File: config.mk
export PLATFORM = sky130hd
export DESIGN_NAME = dica_ckpt_engine
export DESIGN_NICKNAME = d
export VERILOG_FILES = /design/src/rtl/dica_ckpt_engine.sv
export SDC_FILE = /design/constraint.sdc
export NUM_CORES = 1
export LEC_CHECK = 0
export BUFFER_PORTS_ARGS = -buffer_cell sky130_fd_sc_hd__buf_2
export CORE_ASPECT_RATIO = 0.8
export CORE_MARGIN = 5
export CORE_UTILIZATION = 56
export DETAILED_ROUTE_END_ITERATION = 8
export PLACE_DENSITY = 0.79
export SYNTH_ARGS = -nofsm -noshare
export SYNTH_HDL_FRONTEND = slang
export SYNTH_SLANG_ARGS = --single-unit
File: constraint.sdc
create_clock -name clk -period 8.65 [get_ports clk]
set_input_delay 1.2975 -clock clk [delete_from_list [all_inputs] [get_ports clk]]
set_output_delay 1.2975 -clock clk [all_outputs]
set_load 0.02 [all_outputs]
File: src/rtl/dica_ckpt_engine.sv
// Dirty-block tracker for intermittent checkpointing of the openMSP430 DMEM: marks written
// blocks, prunes dead stack frames, raises a checkpoint request and streams dirty blocks out.
module dica_ckpt_engine #(
    parameter logic [15:0] DMEM_BASE = 16'h0200,
    parameter int          DMEM_SIZE = 2048,
    parameter int          BLK_SIZE  = 64,
    parameter logic [15:0] STK_LO    = 16'h0A00,
    parameter logic [31:0] V_MIN     = 32'h100,
    parameter int          LAMBDA_W  = 31,
    localparam int         NBLK      = DMEM_SIZE / BLK_SIZE,
    localparam int         CNT_W     = $clog2(NBLK + 1),
    localparam int         IDX_W     = (NBLK > 1) ? $clog2(NBLK) : 1
) (
    input  logic                clk,
    input  logic                reset_n,
    input  logic [15:0]         data_addr,
    input  logic                data_wr,
    input  logic [15:0]         sp,
    input  logic [LAMBDA_W-1:0] lambda,
    input  logic [31:0]         v_supply,
    input  logic                ckpt_start,
    input  logic                blk_ready,
    output logic                irq_chkpnt,
    output logic                blk_valid,
    output logic [IDX_W-1:0]    blk_idx,
    output logic [15:0]         blk_addr,
    output logic                ckpt_done,
    output logic [CNT_W-1:0]    dirty_cnt,
    output logic [31:0]         v_thresh,
    output logic [NBLK-1:0]     dtable
);

    localparam int               BLK_SH   = $clog2(BLK_SIZE);
    localparam logic [31:0]      BASE32   = {16'b0, DMEM_BASE};
    localparam logic [31:0]      LAST32   = BASE32 + 32'(DMEM_SIZE) - 32'd1;
    localparam logic [31:0]      STK32    = {16'b0, STK_LO};
    localparam logic [31:0]      STK_BLK  = (STK32 >= BASE32) ? ((STK32 - BASE32) >> BLK_SH) : 32'd0;
    localparam logic [IDX_W-1:0] LAST_IDX = IDX_W'(NBLK - 1);

    typedef enum logic [1:0] {IDLE, ARMED, SCAN, DONE} state_t;

    state_t           state;
    logic [IDX_W-1:0] ptr;
    logic [15:0]      sp_prev;

    logic [31:0]      addr32;
    logic [31:0]      sp32;
    logic [31:0]      sp_blk;
    logic             wr_hit;
    logic             sp_in;
    logic             prune_en;
    logic             cur_dirty;
    logic             accept;
    logic             scan_step;
    logic             ptr_last;
    logic [IDX_W-1:0] wr_idx;
    logic [IDX_W-1:0] ptr_inc;
    logic [NBLK-1:0]  wr_mask;
    logic [NBLK-1:0]  prune_mask;
    logic [NBLK-1:0]  acc_mask;
    logic [NBLK-1:0]  dtable_next;
    logic [47:0]      thresh_wide;

    assign addr32 = {16'b0, data_addr};
    assign sp32   = {16'b0, sp};
    assign wr_hit = data_wr && (addr32 >= BASE32) && (addr32 <= LAST32);
    assign wr_idx = IDX_W'((addr32 - BASE32) >> BLK_SH);
    assign sp_blk = (sp32 - BASE32) >> BLK_SH;

    // Pruning only makes sense while the CPU runs freely; a rising SP frees the frames below it.
    assign sp_in    = (sp != 16'd0) && (sp32 >= BASE32) && (sp32 <= LAST32);
    assign prune_en = (state == IDLE) && sp_in && (sp > sp_prev);

    assign cur_dirty = dtable[ptr];
    assign accept    = (state == SCAN) && cur_dirty && blk_ready;
    assign scan_step = (state == SCAN) && (!cur_dirty || blk_ready);
    assign ptr_last  = (ptr == LAST_IDX);
    assign ptr_inc   = ptr + 1'b1;

    // NOTE: every always_comb output gets a default first so no path leaves it unassigned (no latch).
    always_comb begin
        wr_mask    = '0;
        acc_mask   = '0;
        prune_mask = '0;
        if (wr_hit) wr_mask[wr_idx] = 1'b1;
        if (accept) acc_mask[ptr]   = 1'b1;
        for (int i = 0; i < NBLK; i++) begin
            prune_mask[i] = prune_en && (32'(i) >= STK_BLK) && (32'(i) < sp_blk);
        end
        // A write in the same cycle as a prune or an accept re-dirties the block.
        dtable_next = (dtable & ~prune_mask & ~acc_mask) | wr_mask;
    end

    assign thresh_wide = 48'(dirty_cnt) * 48'(lambda) + 48'(V_MIN);

    assign blk_idx  = ptr;
    assign blk_addr = DMEM_BASE + (16'(ptr) << BLK_SH);

    // NOTE: sequential state uses non-blocking assignments so every register samples pre-edge values.
    always_ff @(posedge clk) begin
        if (!reset_n) begin
            state      <= IDLE;
            ptr        <= '0;
            sp_prev    <= 16'd0;
            dtable     <= '0;
            dirty_cnt  <= '0;
            v_thresh   <= V_MIN;
            irq_chkpnt <= 1'b0;
            blk_valid  <= 1'b0;
            ckpt_done  <= 1'b0;
        end else begin
            dtable    <= dtable_next;
            dirty_cnt <= CNT_W'($countones(dtable_next));
            v_thresh  <= (|thresh_wide[47:32]) ? 32'hFFFF_FFFF : thresh_wide[31:0];
            if (sp != 16'd0) sp_prev <= sp;
            ckpt_done <= 1'b0;

            case (state)
                IDLE: begin
                    if (v_supply <= v_thresh) begin
                        state      <= ARMED;
                        irq_chkpnt <= 1'b1;
                    end
                end
                ARMED: begin
                    if (ckpt_start) begin
                        state      <= SCAN;
                        irq_chkpnt <= 1'b0;
                        ptr        <= '0;
                        blk_valid  <= dtable_next[0];
                    end
                end
                SCAN: begin
                    // Valid is looked ahead from the next table so it only falls on an accept.
                    if (scan_step) begin
                        if (ptr_last) begin
                            state     <= DONE;
                            blk_valid <= 1'b0;
                            ckpt_done <= 1'b1;
                        end else begin
                            ptr       <= ptr_inc;
                            blk_valid <= dtable_next[ptr_inc];
                        end
                    end
                end
                DONE: begin
                    state <= IDLE;
                end
                default: begin
                    state <= IDLE;
                end
            endcase
        end
    end

endmodule

# Word-level counts from Yosys, hierarchy flattened
# Index checks and enable logic that the tools add are counted.
[word_totals] ff_bits=80 output_inout_bits=94 word_cells=113
[op_classes] add_sub_neg=35 multipliers=1 order_cmp=8 eq_ne=9 mux=28 bitwise=4 n_reduce_logical=19
[op_table] op="$mux 32" n=3
[op_table] op="$add 37x9->38 const B" n=1
[op_table] op="$mul 6x31->37" n=1
[op_table] op="$add 1x1->2" n=16
[op_table] op="$and 32x32->32" n=1
[op_table] op="$le 32x32->1" n=1
[op_table] op="$not 32->32" n=1
[op_table] op="$or 32x32->32" n=1
[op_table] op="$add 2x2->3" n=8
[op_table] op="$lt 5x6->1 const B" n=3
[op_table] op="$reduce_or 17->1" n=1
[op_table] op="$add 3x3->4" n=4
[op_table] op="$ge 16x10->1 const B" n=1
[op_table] op="$le 16x12->1 const B" n=1
[op_table] op="$reduce_or 16->1" n=1
[op_table] op="$mux 5" n=3
[op_table] op="$add 10x11->12 const A" n=1
[op_table] op="$sub 11x10->11 const B" n=1
[op_table] op="$add 4x4->5" n=2
[op_table] op="$bmux 1 s5" n=2
[op_table] op="$demux 1 s5" n=2
[op_table] op="$ge 5x1->1 const B" n=2
[op_table] op="$mux 1" n=10
[op_table] op="$pmux 5 s2" n=1
[op_table] op="18 further kinds" n=36

# Logic depth before layout (Yosys ltp)
# Gate-level depths: netlist of the first run.
[logic_depth] word_depth=13 ltp_mapped=27

# Worst setup path before layout of the first run
# No wires, ideal clock.
[synth_path] kind="input -> register" start="input data_addr[13]" end="register dirty_cnt[4]" arrival_ns=7.245 required_ns=8.535 setup_slack_ns=1.290 stages=22 path_cell_list="or4b_1 -> clkbuf_1 -> a2111o_1 -> nor2_1 -> nor2_1 -> a31oi_1 -> inv_1 -> fa_1 -> inv_1 -> fa_1 -> fa_1 -> fa_1 -> inv_1 -> fa_1 -> fa_1 -> inv_1 -> ha_1 -> fa_1 -> a21o_1 -> a21oi_1 -> xnor2_1 -> and2_1"
[synth_via] elab_chain_len=10 elab_cells_between_ends=37 classes_between="31 x add/sub; 2 x order compare; 1 x mux; 1 x bitwise; 2 x reduce/logical"
[synth_rtl] element="from (decl)" line_no="16" text="input logic [15:0] data_addr,"
[synth_rtl] element="$ge 16x10->1" line_no="66" text="assign wr_hit = data_wr && (addr32 >= BASE32) && (addr32 <= LAST32);"
[synth_rtl] element="$logic_and 1x1->1" line_no="66"
[synth_rtl] element="$logic_and 1x1->1 *" line_no="66"
[synth_rtl] element="$mux 32 *" line_no="85" text="if (wr_hit) wr_mask[wr_idx] = 1'b1;"
[synth_rtl] element="$or 32x32->32 *" line_no="91" text="dtable_next = (dtable & ~prune_mask & ~acc_mask) | wr_mask;"
[synth_rtl] element="$add 1x1->2 (implied by the code)" line_no="113" text="dirty_cnt <= CNT_W'($countones(dtable_next));"
[synth_rtl] element="$add 2x2->3 (implied by the code)" line_no="113"
[synth_rtl] element="$add 3x3->4 (implied by the code)" line_no="113"
[synth_rtl] element="$add 4x4->5 (implied by the code)" line_no="113"
[synth_rtl] element="$add 5x5->6 (implied by the code) *" line_no="113"
[synth_rtl] element="to (signal assigned)" line_no="113"
[synth_rtl] element="to (decl)" line_no="28" text="output logic [CNT_W-1:0] dirty_cnt,"
# Mark *: on every way between the ends. The rest lies on a longest branch, timed or not.
# A chain may end at the register's enable or synchronous reset.

# Worst setup path in the final report of the first run
# Same ends and word-level chain as after synthesis.

==> results of run 1 <==
-- worst max-delay path: cells and delay by family --
kind	cells	cell delay [ns]
adder cells (fa/ha/maj)	8	3.86
buffers and inverters	5	0.40
AND/OR/NAND/NOR	4	1.05
XOR/XNOR	1	0.08
AO/OA/AOI/OAI	4	1.27
-- cell usage in the layout (no fill, tap or decap), drive strengths merged, types with 5 or more instances in the layout --
cell     count
nand2      198
inv        196
buf        173
fa         141
ha         132
and2        80
dfxtp       80
nor2        63
a21oi       47
o21ai       42
o21a        38
nor2b       35
a21o        33
nand3       29
mux2i       21
nor3        20
xnor2       19
nand4       14
a211oi      12
xor2        10
conb        10
clkbuf      10
nand2b       8
and3         8
or3          7
a22oi        7
a31oi        6
a2111oi      6
nand3b       5
and4         5
o31ai        5
o2111ai      5
-- layout make-up --
cell class | count | area share, %
tap | 269 | 2.564
timing repair buffer | 173 | 6.824
inverter | 195 | 5.575
clock inverter | 6 | 0.6957
sequential | 80 | 12.20
multi-input combinational | 1073 | 70.36
antenna | 2 | 0.03812
clock buffer | 10 | 1.744
-- metrics by stage --
stage          instance area [um^2]  std cells  utilization, %
6_report                      13130       1808           63.25
3_3_place_gp                  12800       1790           61.68
3_5_place_dp                  12800       1790           61.68
2_1_floorplan                 11920       1416               -
5_1_grt                       13130       1808           63.25
4_1_cts                       13120       1806           63.22
-- registers in the layout, summed over array words and instances (netlist names) --
name	flops
dirty_cnt	6
blk_idx	5
dtable	32
ckpt_done	1
v_thresh	32
blk_valid	1
state	2
irq_chkpnt	1
-- cell usage after synthesis, drive strengths merged, types with 8 or more instances --
master / instances
ha: 132
xnor2: 19
dfxtp: 80
mux2i: 21
xor2: 10
nor2: 63
nor3: 20
buf: 29
inv: 195
nand2: 198
o21a: 38
fa: 141
a211oi: 12
nor2b: 35
nand4: 14
and3: 8
and2: 80
a21oi: 47
clkbuf: 39
a21o: 33
nand2b: 8
nand3: 29
o21ai: 42
-- worst paths after layout --
path / slack [ns] / start / cells after the start / end
worst max register to register: 1.18 / blk_idx[0] / 23 / dirty_cnt[4]
worst min-delay path: 0.49 / state[1] / 2 / state[1]
worst max-delay path: 0.93 / data_addr[13] / 22 / dirty_cnt[4]
worst min register to register: 0.49 / state[1] / 2 / state[1]
-- cells by family (layout without fill, tap and decap cells) --
kind of cell | count (synthesis) | in the layout | synth area share [%]
compound gates | 254 | 254 | 15.58
xor+xnor | 29 | 29 | 2.137
fa+ha+maj | 273 | 273 | 37.64
buf+inv | 263 | 384 | 9.157
flops | 80 | 80 | 13.47
mux | 21 | 21 | 1.768
other cells | 1 | 12 | 0.03155
simple gates | 486 | 486 | 20.22
-- layer usage --
metal  up-vias  GRT usage [%]  share of wire, %
li1       4901              -                 -
met1      5032          42.51                47
met2       531          37.61                40
met3        38          7.920                12
met4         4          4.839               1.4
met5         -              0             0.082
-- power by group --
group | total, W | internal [W] | switching [W]
sequential | 0.000384 | 0.000376 | 0.00000849
clock | 0.000422 | 0.000255 | 0.000167
combinational | 0.000196 | 0.0000672 | 0.000129
==> run summary, run 1 <==
• 0 — Finish-stage setup viols
• 129.6 MHz — Max Clk Rate
• sky130_fd_sc_hd__fa_1 — cell taking the most area after synthesis
• 13.47% — sequential-to-total area share from yosys stat
• 0 — max-slew violation total from the final report
• 0.001002 W — Final Total Pwr
• 161 — number of input and output port buffers inserted
• 7.96 ns — arrival time at the worst endpoint
• false — RSZ-0062 raised after global routing
• 10.44% — layout overhead on the synthesized area
• 0.9338 ns — transition time of the tightest slew-check pin
• 6.890 nW — static power due to leakage
• buf_2 -> or4b_1 -> a2111o_1 -> nor2_1 -> nor2_1 -> a31oi_1 -> inv_1 -> fa_1 -> inv_1 -> fa_1 -> fa_1 -> fa_1 -> inv_1 -> fa_1 -> fa_1 -> inv_1 -> ha_1 -> fa_1 -> a21o_1 -> a21oi_1 -> xnor2_1 -> and2_1 — list of cells traversed by the critical path
• 7 — first drt pass iteration count
• 20760 um^2 — Core ar.
• 1407 — instance count of the mapped netlist
• 57.27% — initial core utilization
• completed — run status
• 9 — clock buffers created by TritonCTS
• register — nature of the critical path endpoint
• 10.09k — via count of the first global-routing pass
• 1602 um^2 — Reg area
• 83 — synth unique cells
• 18.24 um — Routed WL per cell
• 140.3 um — Vert. Die Dim
• 23.74% — proportion of netlist area held by the largest area contributor
• 0 — Yosys warning count
• sky130_fd_sc_hd__dfxtp_1 — top flip-flop cell by instance count after synthesis
• 0 — total setup buffers inserted after CTS
• 0 — Detail Route Antenna Nets
• 26.98 mm — hpwl dp
• 194 — I/O pin count
• 8.449 um^2 — mean instance size in the synthesized netlist
• 3 — H-tree depth reported by CTS
• sky130_fd_sc_hd__clkbuf_16 — cell at the root of the clock tree
• 76.34 nW/um^2 — power density normalized to cell area
• yes — TritonCTS clock tree
• sky130_fd_sc_hd__fa_1 — crit-path most repeated cell
• 13.40% — fraction of final layout cells sized beyond drive strength 1
• 0.68 ns — largest stage delay on the critical path
• 0 — total global routing overflow
• 0.01213 ns — Max Clock Skew
• 32.99 mm — total wire length
• sky130_fd_sc_hd__or4b_1 — Slowest-stage cell, CP
• sky130_fd_sc_hd__fa_1 24%, sky130_fd_sc_hd__ha_1 14%, sky130_fd_sc_hd__dfxtp_1 13%, sky130_fd_sc_hd__nand2_1 6.3%, sky130_fd_sc_hd__inv_1 6.2% — ranking of synthesized cells by area
• in -> reg — worst setup path category
• 5.811 — vias per cell
• 27.24% — GRT Overall Usage
• 7.718 ns — Period minus WS final
• 0 — final hold viol count
• 939 — initial detailed-routing violation count
• input pin — crit start category
• 47 — floorplan row count
• 0.4900 ns — worst hold margin
• 2 — maximum clock path buffer count
• 0 ns — final-layout setup total negative slack
• 0 — count of hold buffers inserted by post-cts repair
• 1.031 — final weighted congestion of routability-driven global placement
• 7 — Max FO, Critical Path
• 0.07 ns — clock slew at the register clock pins of the worst setup and hold paths
• reg -> reg — Hold WC Path Type
• 84 — largest net degree at the start of global routing
• 1795 — number of fill cells
• 0.35 ns — Clock Latency Late Sink
• 0 — DRC violation count after routing
• 4 — initial antenna violation count
• 80 — Yosys reg bits
• 0.6737 ns — pre-CTS setup slack
• 54.28 mm — global-route wire length before repair
• 0% — fraction of synthesis flops using an asynchronous set or reset pin
• 11890 um^2 — post-synthesis instance area
• 0.0001084 V — maximum VDD drop
• 0 — number of flops mapped to enable cells by yosys
• 80 — clock tree sinks
• 8.89 ns — Worst Path Required
• 0 — post-cts repair resize count
• 89.22% — Final Cycle Share
• 9238 um^2 — Multi-input gate area
• 0.9324 ns — Final WS setup
• 172.9 um — width of the die
• 1905 — final layout net count
• 10.51k — vias after detailed routing
• 0 — max capacitance violation total
• 24260 um^2 — Total Die Area
• 36.14% — worst slew slack as a fraction of its limit
Note: power is estimated with default switching activity, not from simulation.
==> run 2, diff against run 1 <==
==> constraint.sdc (replaced) <==
create_clock -name clk -period 8.65 [get_ports clk]
set_input_delay 0.4325 -clock clk [delete_from_list [all_inputs] [get_ports clk]]
set_output_delay 0.4325 -clock clk [all_outputs]
set_load 0.02 [all_outputs]
==> run 2 against run 1 <==
Clock-buffer cell count is 2 higher. Final cell count hardly changed. Core utilization hardly changed. Clock skew hardly changed. Non-clock buffer count stayed put. Via count is 0.69% lower.
==> run summary, run 2 (synthesized netlist as in run 1, its figures left out) <==
• completed — run status
• 1090 — initial detailed-routing violation count
• 20760 um^2 — Core ar.
• 17.97% — worst slew slack as a fraction of its limit
• 3 — buffers and inverters on the worst path
• 0.95 ns — largest stage delay on the critical path
• 1.026 — final weighted congestion of routability-driven global placement
• 13.34% — fraction of final layout cells sized beyond drive strength 1
• 80 — clock tree sinks
• blk_idx[1] — critical register-to-register path startpoint
• 29.35% — Sw Share
• 140.3 um — Vert. Die Dim
• 19.6% — combinational share of power
• 5 — first drt pass iteration count
• 2 — Worst Hold Path Cells
• 0.35 ns — Clock Latency Late Sink
• 18 — Max FO, Critical Path
• sky130_fd_sc_hd__clkbuf_16 — cell at the root of the clock tree
• sky130_fd_sc_hd__fa_1 — crit-path most repeated cell
• 1750 — number of fill cells
• 24260 um^2 — Total Die Area
• 0.0001043 V — maximum VDD drop
• irq_chkpnt — Hold EP
• adder cells — gate family responsible for the most delay along the worst path
• 53.87 mm — global-route wire length before repair
• 13130 um^2 — Design Area, Final
• 38.2% — share of power burned in registers
• 0.0009984 W — Final Total Pwr
• 0 — Detail Route Antenna Nets
• register — crit start category
• 76.04 nW/um^2 — power density normalized to cell area
• 0 — post-cts repair resize count
• 15.20 mm — routed metal-1 wirelength
• 0 — total setup buffers inserted after CTS
• 26.92% — GRT Overall Usage
• 5.774 — vias per cell
• 57.27% — initial core utilization
• 132.5 MHz — Max Clk Rate
• 1790 — number of cells in the design after placement
• 9 — clock buffers created by TritonCTS
• 0 — total global routing overflow
• mux2i_1 -> a211oi_1 -> nand3_1 -> nand4_4 -> nand2_1 -> nor3_1 -> nand2_1 -> a21oi_1 -> fa_1 -> inv_1 -> fa_1 -> fa_1 -> fa_1 -> inv_1 -> fa_1 -> fa_1 -> inv_1 -> ha_1 -> fa_1 -> a21o_1 -> a21oi_1 -> xnor2_1 -> and2_1 — list of cells traversed by the critical path
• ckpt_start — launch instance of the worst min-delay path
• 161 — number of input and output port buffers inserted
• 3 — H-tree depth reported by CTS
• 0.01234 ns — Max Clock Skew
• 0 — max capacitance violation total
• 0 — count of hold buffers inserted by post-cts repair
• 10.29k — via count of the first global-routing pass
• 6.890 nW — static power due to leakage
• 13.10 mm — met2 wire length
• 0 — max-slew violation total from the final report
• 26.81 mm — hpwl dp
• 194 — I/O pin count
• 0 — final hold viol count
• 172.9 um — width of the die
• dtable: 32 flops, v_thresh: 32 flops, dirty_cnt: 6 flops — largest registers ranked by flip-flop count
• 1807 — non-filler instance count after layout
• 18.24 um — Routed WL per cell
• 10.43k — vias after detailed routing
• 0.07 ns — clock slew at the register clock pins of the worst setup and hold paths
• 63.25% — Final Util
• 32.96 mm — total wire length
• 3 — initial antenna violation count
• 10.45% — layout overhead on the synthesized area
• 7.550 ns — Period minus WS final
• 23 — logic depth of the worst setup path including buffers
• 1.229 ns — transition time of the tightest slew-check pin
• 12800 um^2 — area after detailed placement
• 47 — floorplan row count
• 0 — Finish-stage setup viols
• 0 ns — final-layout setup total negative slack
• 84 — largest net degree at the start of global routing
• 0 — DRC violation count after routing
• 1.10 ns — setup slack on the worst flop-to-flop path
• yes — TritonCTS clock tree
• false — RSZ-0062 raised after global routing
• 7.79 ns — arrival time at the worst endpoint
• sky130_fd_sc_hd__nand2_1 — commonest non-fill, non-tap cell in the layout
• 198 x sky130_fd_sc_hd__nand2_1, 195 x sky130_fd_sc_hd__inv_1, 161 x sky130_fd_sc_hd__buf_2, 141 x sky130_fd_sc_hd__fa_1, 132 x sky130_fd_sc_hd__ha_1 — highest-count cells in the layout ignoring fill and taps
• 42.3% — portion of total power attributed to the clock network
• met5 — highest metal used
• 8.89 ns — Worst Path Required
• dirty_cnt[4] — endpoint of the most critical register-to-register path
• 0.0002931 W — switching component of the power
• 23 — number of cells on the worst reg-to-reg path
• 4.017 mm — met3 wirelength from detailed routing
• reg -> reg — worst setup path category
• 2 — maximum clock path buffer count
• register — nature of the critical path endpoint
• 1905 — final layout net count
• sky130_fd_sc_hd__dfxtp_1 — Slowest-stage cell, CP
• 0.0007053 W — internal power
• in -> reg — Hold WC Path Type
• 87.28% — Final Cycle Share
==> run 2: changes by cell type in the layout (fill, tap and decap cells not counted), sizes merged <==
cell,before,now
clkbuf,10,12
clkinv,3,2
diode,2,1
inv,196,195
==> run 2: routing by layer <==
metal  track usage [%]  vias to the layer above
met4             5.955                        4
met1             39.79                     4955
met5                 0                        -
met3             10.10                       54
li1                  -                     4886
met2             37.51                      535
==> run 2: worst max-delay path by stage <==
| stage | startpoint | to | slack [ns] |
|---|---|---|---|
| 2_1_floorplan | blk_idx[1] | dirty_cnt[4] | 2.09 |
| 3_3_place_gp | blk_idx[1] | dirty_cnt[4] | 1.45 |
| 3_5_place_dp | blk_idx[1] | dirty_cnt[4] | 1.28 |
| 4_1_cts | blk_idx[1] | dirty_cnt[4] | 1.24 |
| 5_1_grt | blk_idx[1] | dirty_cnt[4] | 0.72 |
| 6_report | blk_idx[1] | dirty_cnt[4] | 1.10 |
==> run 2: final cells by class <==
cell class                      instances  area [um^2]  share of cell area, %
Inverter                              195        732.0                  5.575
Clock buffer                           12        246.5                  1.877
Multi-Input combinational cell       1073         9238                  70.35
Sequential cell                        80         1602                  12.20
Antenna cell                            1        2.502                0.01906
Tap cell                              269        336.6                  2.563
Timing Repair Buffer                  173        895.9                  6.823
Clock inverter                          4        77.57                 0.5908
==> run 2: worst reg2reg max path: cells and delay by family, from the launching register on <==
family	cells	cell delay (ns)
adders and majority gates	8	3.62
and+or+nand+nor	6	1.33
AOI/OAI and AO/OA	4	0.96
DFF	1	0.95
muxes	1	0.24
buffers and inverters	3	0.23
xor gates and xnor gates	1	0.08
==> run 2: stage by stage <==
| stage | hold slack, ns | worst slack (ns) |
|---|---|---|
| after detailed placement | 0.4831 | 1.281 |
| after CTS | 0.3071 | 1.238 |
| after floorplan | 0.4547 | 2.093 |
| after global placement | 0.4678 | 1.446 |
| final | 0.3217 | 1.100 |
| after global routing | 0.3099 | 0.7245 |
==> run 2: power by group through the flow <==
stage	clock network [W]	registers [W]	logic (W)
after global placement	0	0.000389	0.000189
after detailed placement	0	0.000389	0.000191
final	0.000422	0.000381	0.000195
after global routing	0.000442	0.000382	0.000216
after floorplan	0	0.000392	0.000125
after CTS	0.000426	0.000381	0.000192
==> run 3, diff against run 2 <==
ABC_AREA = 1   (was default)
==> run 3 against run 2 <==
Design area is 0.76% higher. Register-to-register slack better by 0.12 ns. Combinational power rose by 91%. Critical endpoint unchanged. Clock-buffer cell count decreased by 1.
==> run summary, run 3 <==
• sky130_fd_sc_hd__fa_1 — crit-path most repeated cell
• 5 — buffers and inverters on the worst path
• 0.00007569 V — maximum VDD drop
• 2 — maximum clock path buffer count
• 0 — max capacitance violation total
• 11.06k — via count of the first global-routing pass
• 31.70 mm — total wire length
• 0.72 ns — largest stage delay on the critical path
• 21320 um^2 — Core ar.
• sky130_fd_sc_hd__fa_1 — cell taking the most area after synthesis
• 0 — total global routing overflow
• 0 — Finish-stage setup viols
• sky130_fd_sc_hd__clkbuf_16 — cell at the root of the clock tree
• 1602 um^2 — Reg area
• 87.34 nW/um^2 — power density normalized to cell area
• 2084 — non-filler instance count after layout
• 26.01 mm — hpwl dp
• 10.12% — layout overhead on the synthesized area
• 0 — Detail Route Antenna Nets
• 3 — H-tree depth reported by CTS
• 0% — fraction of synthesis flops using an asynchronous set or reset pin
• reg -> reg — Hold WC Path Type
• 0.06 ns — clock slew at the register clock pins of the worst setup and hold paths
• sky130_fd_sc_hd__nand2_1 — commonest non-fill, non-tap cell in the layout
• 194 — I/O pin count
• sky130_fd_sc_hd__dfxtp_1 — top flip-flop cell by instance count after synthesis
• 85.85% — Final Cycle Share
• 13.33% — sequential-to-total area share from yosys stat
• 1.224 ns — Final WS setup
• 0.001156 W — Final Total Pwr
• 0 — DRC violation count after routing
• 2177 — final layout net count
• 141.0 um — Vert. Die Dim
• 22.70% — worst slew slack as a fraction of its limit
• 1952 — number of fill cells
• 2 — initial antenna violation count
• 0.9941 — final weighted congestion of routability-driven global placement
• adder cells — gate family responsible for the most delay along the worst path
• 11.50% — fraction of final layout cells sized beyond drive strength 1
• 49 — synth unique cells
• yes — TritonCTS clock tree
• 0 — # diodes
• 53.12 mm — global-route wire length before repair
• 7.426 ns — Period minus WS final
• 5.426 — vias per cell
• 24500 um^2 — Total Die Area
• 23.50% — proportion of netlist area held by the largest area contributor
• 0 — Yosys warning count
• 161 — number of input and output port buffers inserted
• 12010 um^2 — post-synthesis instance area
• 1.413 ns — pre-CTS setup slack
• 0 — number of flops mapped to enable cells by yosys
• 7.69 ns — arrival time at the worst endpoint
• 1287 — initial detailed-routing violation count
• 2068 — number of cells in the design after placement
• false — RSZ-0062 raised after global routing
• 0 — count of hold buffers inserted by post-cts repair
• 8.92 ns — Worst Path Required
• 459 x sky130_fd_sc_hd__nand2_1, 315 x sky130_fd_sc_hd__inv_1, 141 x sky130_fd_sc_hd__fa_1, 132 x sky130_fd_sc_hd__ha_1, 126 x sky130_fd_sc_hd__nand3_1 — top cell types by occurrence after synthesis
• 9 — first drt pass iteration count
• 48 — floorplan row count
• 80 — clock tree sinks
• 134.7 MHz — Max Clk Rate
• 80 — Yosys reg bits
• 0.01078 ns — Max Clock Skew
• 56.35% — initial core utilization
• 0.34 ns — Clock Latency Late Sink
• 44 — largest net degree at the start of global routing
• register — crit start category
• 0 — final hold viol count
• 11.31k — vias after detailed routing
• dtable: 32 flops, v_thresh: 32 flops, dirty_cnt: 6 flops — largest registers ranked by flip-flop count
• 173.8 um — width of the die
• 8921 um^2 — Multi-input gate area
• 0 ns — final-layout setup total negative slack
• register — nature of the critical path endpoint
• 0 — post-cts repair resize count
• 7.732 nW — static power due to leakage
• sky130_fd_sc_hd__nand2_1 — most common cell in the synthesized netlist
• reg -> reg — worst setup path category
• 7.168 um^2 — mean instance size in the synthesized netlist
• sky130_fd_sc_hd__fa_1 23%, sky130_fd_sc_hd__nand2_1 14%, sky130_fd_sc_hd__ha_1 14%, sky130_fd_sc_hd__dfxtp_1 13%, sky130_fd_sc_hd__inv_1 9.8% — ranking of synthesized cells by area
• 0 — total setup buffers inserted after CTS
• 9 — clock buffers created by TritonCTS
• sky130_fd_sc_hd__dfxtp_1 — Slowest-stage cell, CP
• completed — run status
• 1.151 ns — transition time of the tightest slew-check pin
• 15.21 um — Routed WL per cell
• 459 x sky130_fd_sc_hd__nand2_1, 315 x sky130_fd_sc_hd__inv_1, 161 x sky130_fd_sc_hd__buf_2, 141 x sky130_fd_sc_hd__fa_1, 132 x sky130_fd_sc_hd__ha_1 — highest-count cells in the layout ignoring fill and taps
• 26.02% — GRT Overall Usage
• 1676 — instance count of the mapped netlist
• 17 — Max FO, Critical Path
• 0 — max-slew violation total from the final report
==> run 3: cell types whose count changed after synthesis, sizes merged, moves of 13 or more <==
| cell | delta |
|---|---|
| a21boi | +13 |
| a21oi | +34 |
| nor2b | -35 |
| o21a | -34 |
| inv | +121 |
| and2 | -79 |
| a21o | -30 |
| nor2 | +43 |
| nand2 | +263 |
| nand3 | +101 |
| mux2i | -21 |
==> run 3: worst register-to-register path, delay by kind of cell (launching register included) <==
kind	cells	cell delay [ns]
compound gates	3	0.52
fa+ha+maj	8	3.57
simple gates	12	1.72
flops	1	0.72
buf+inv	5	0.79
==> run 3: layout make-up <==
cell class,instances,area share [%]
Clock inverter,5,0.3026
Inverter,319,9.051
Multi-Input combinational cell,1224,67.43
Tap cell,275,2.601
Sequential cell,80,12.11
Timing Repair Buffer,170,6.601
Clock buffer,11,1.910
==> run 3: report_power, final <==
part | leakage, nW | switching (W) | internal, W | total, W
combinational | 6.95 | 0.000259 | 0.000114 | 0.000373
sequential | 0.646 | 0.0000222 | 0.000384 | 0.000406
clock | 0.134 | 0.000164 | 0.000212 | 0.000376
total | 7.73 | 0.000446 | 0.000710 | 0.00116
==> run 3: path summary, 6_finish.rpt <==
check	from	to	slack (ns)	depth (start not counted)
max	blk_idx[1]	dirty_cnt[4]	1.22	28
min	irq_chkpnt	irq_chkpnt	0.45	2
max reg2reg	blk_idx[1]	dirty_cnt[4]	1.22	28
min reg2reg	irq_chkpnt	irq_chkpnt	0.45	2
==> run 3: cell families after synthesis <==
family | after synthesis | share of synthesized area (%)
AND/OR/NAND/NOR | 747 | 26.03
buffers and inverters | 381 | 12.70
adder cells (fa/ha/maj) | 273 | 37.24
AO/OA/AOI/OAI | 161 | 8.207
flip-flops | 80 | 13.33
XOR/XNOR | 33 | 2.468
other | 1 | 0.03121
==> run 3: routing by layer <==
| layer | vias to the layer above | GRT usage, % | part of all wire [%] |
|---|---|---|---|
| met3 | 72 | 7.078 | 11 |
| li1 | 5442 | - | - |
| met4 | 4 | 6.497 | 2.5 |
| met5 | - | 0 | 0.082 |
| met1 | 5270 | 36.66 | 44 |
| met2 | 519 | 40.04 | 42 |
==> run 3: through the flow <==
stage,hold slack [ns],instance area (um^2),utilization [%]
global placement,0.4341,12940,60.68
finish,0.4481,13230,62.05
CTS,0.4490,13230,62.05
floorplan,0.4846,12050,-
detailed placement,0.4414,12940,60.68
global route,0.4681,13230,62.05
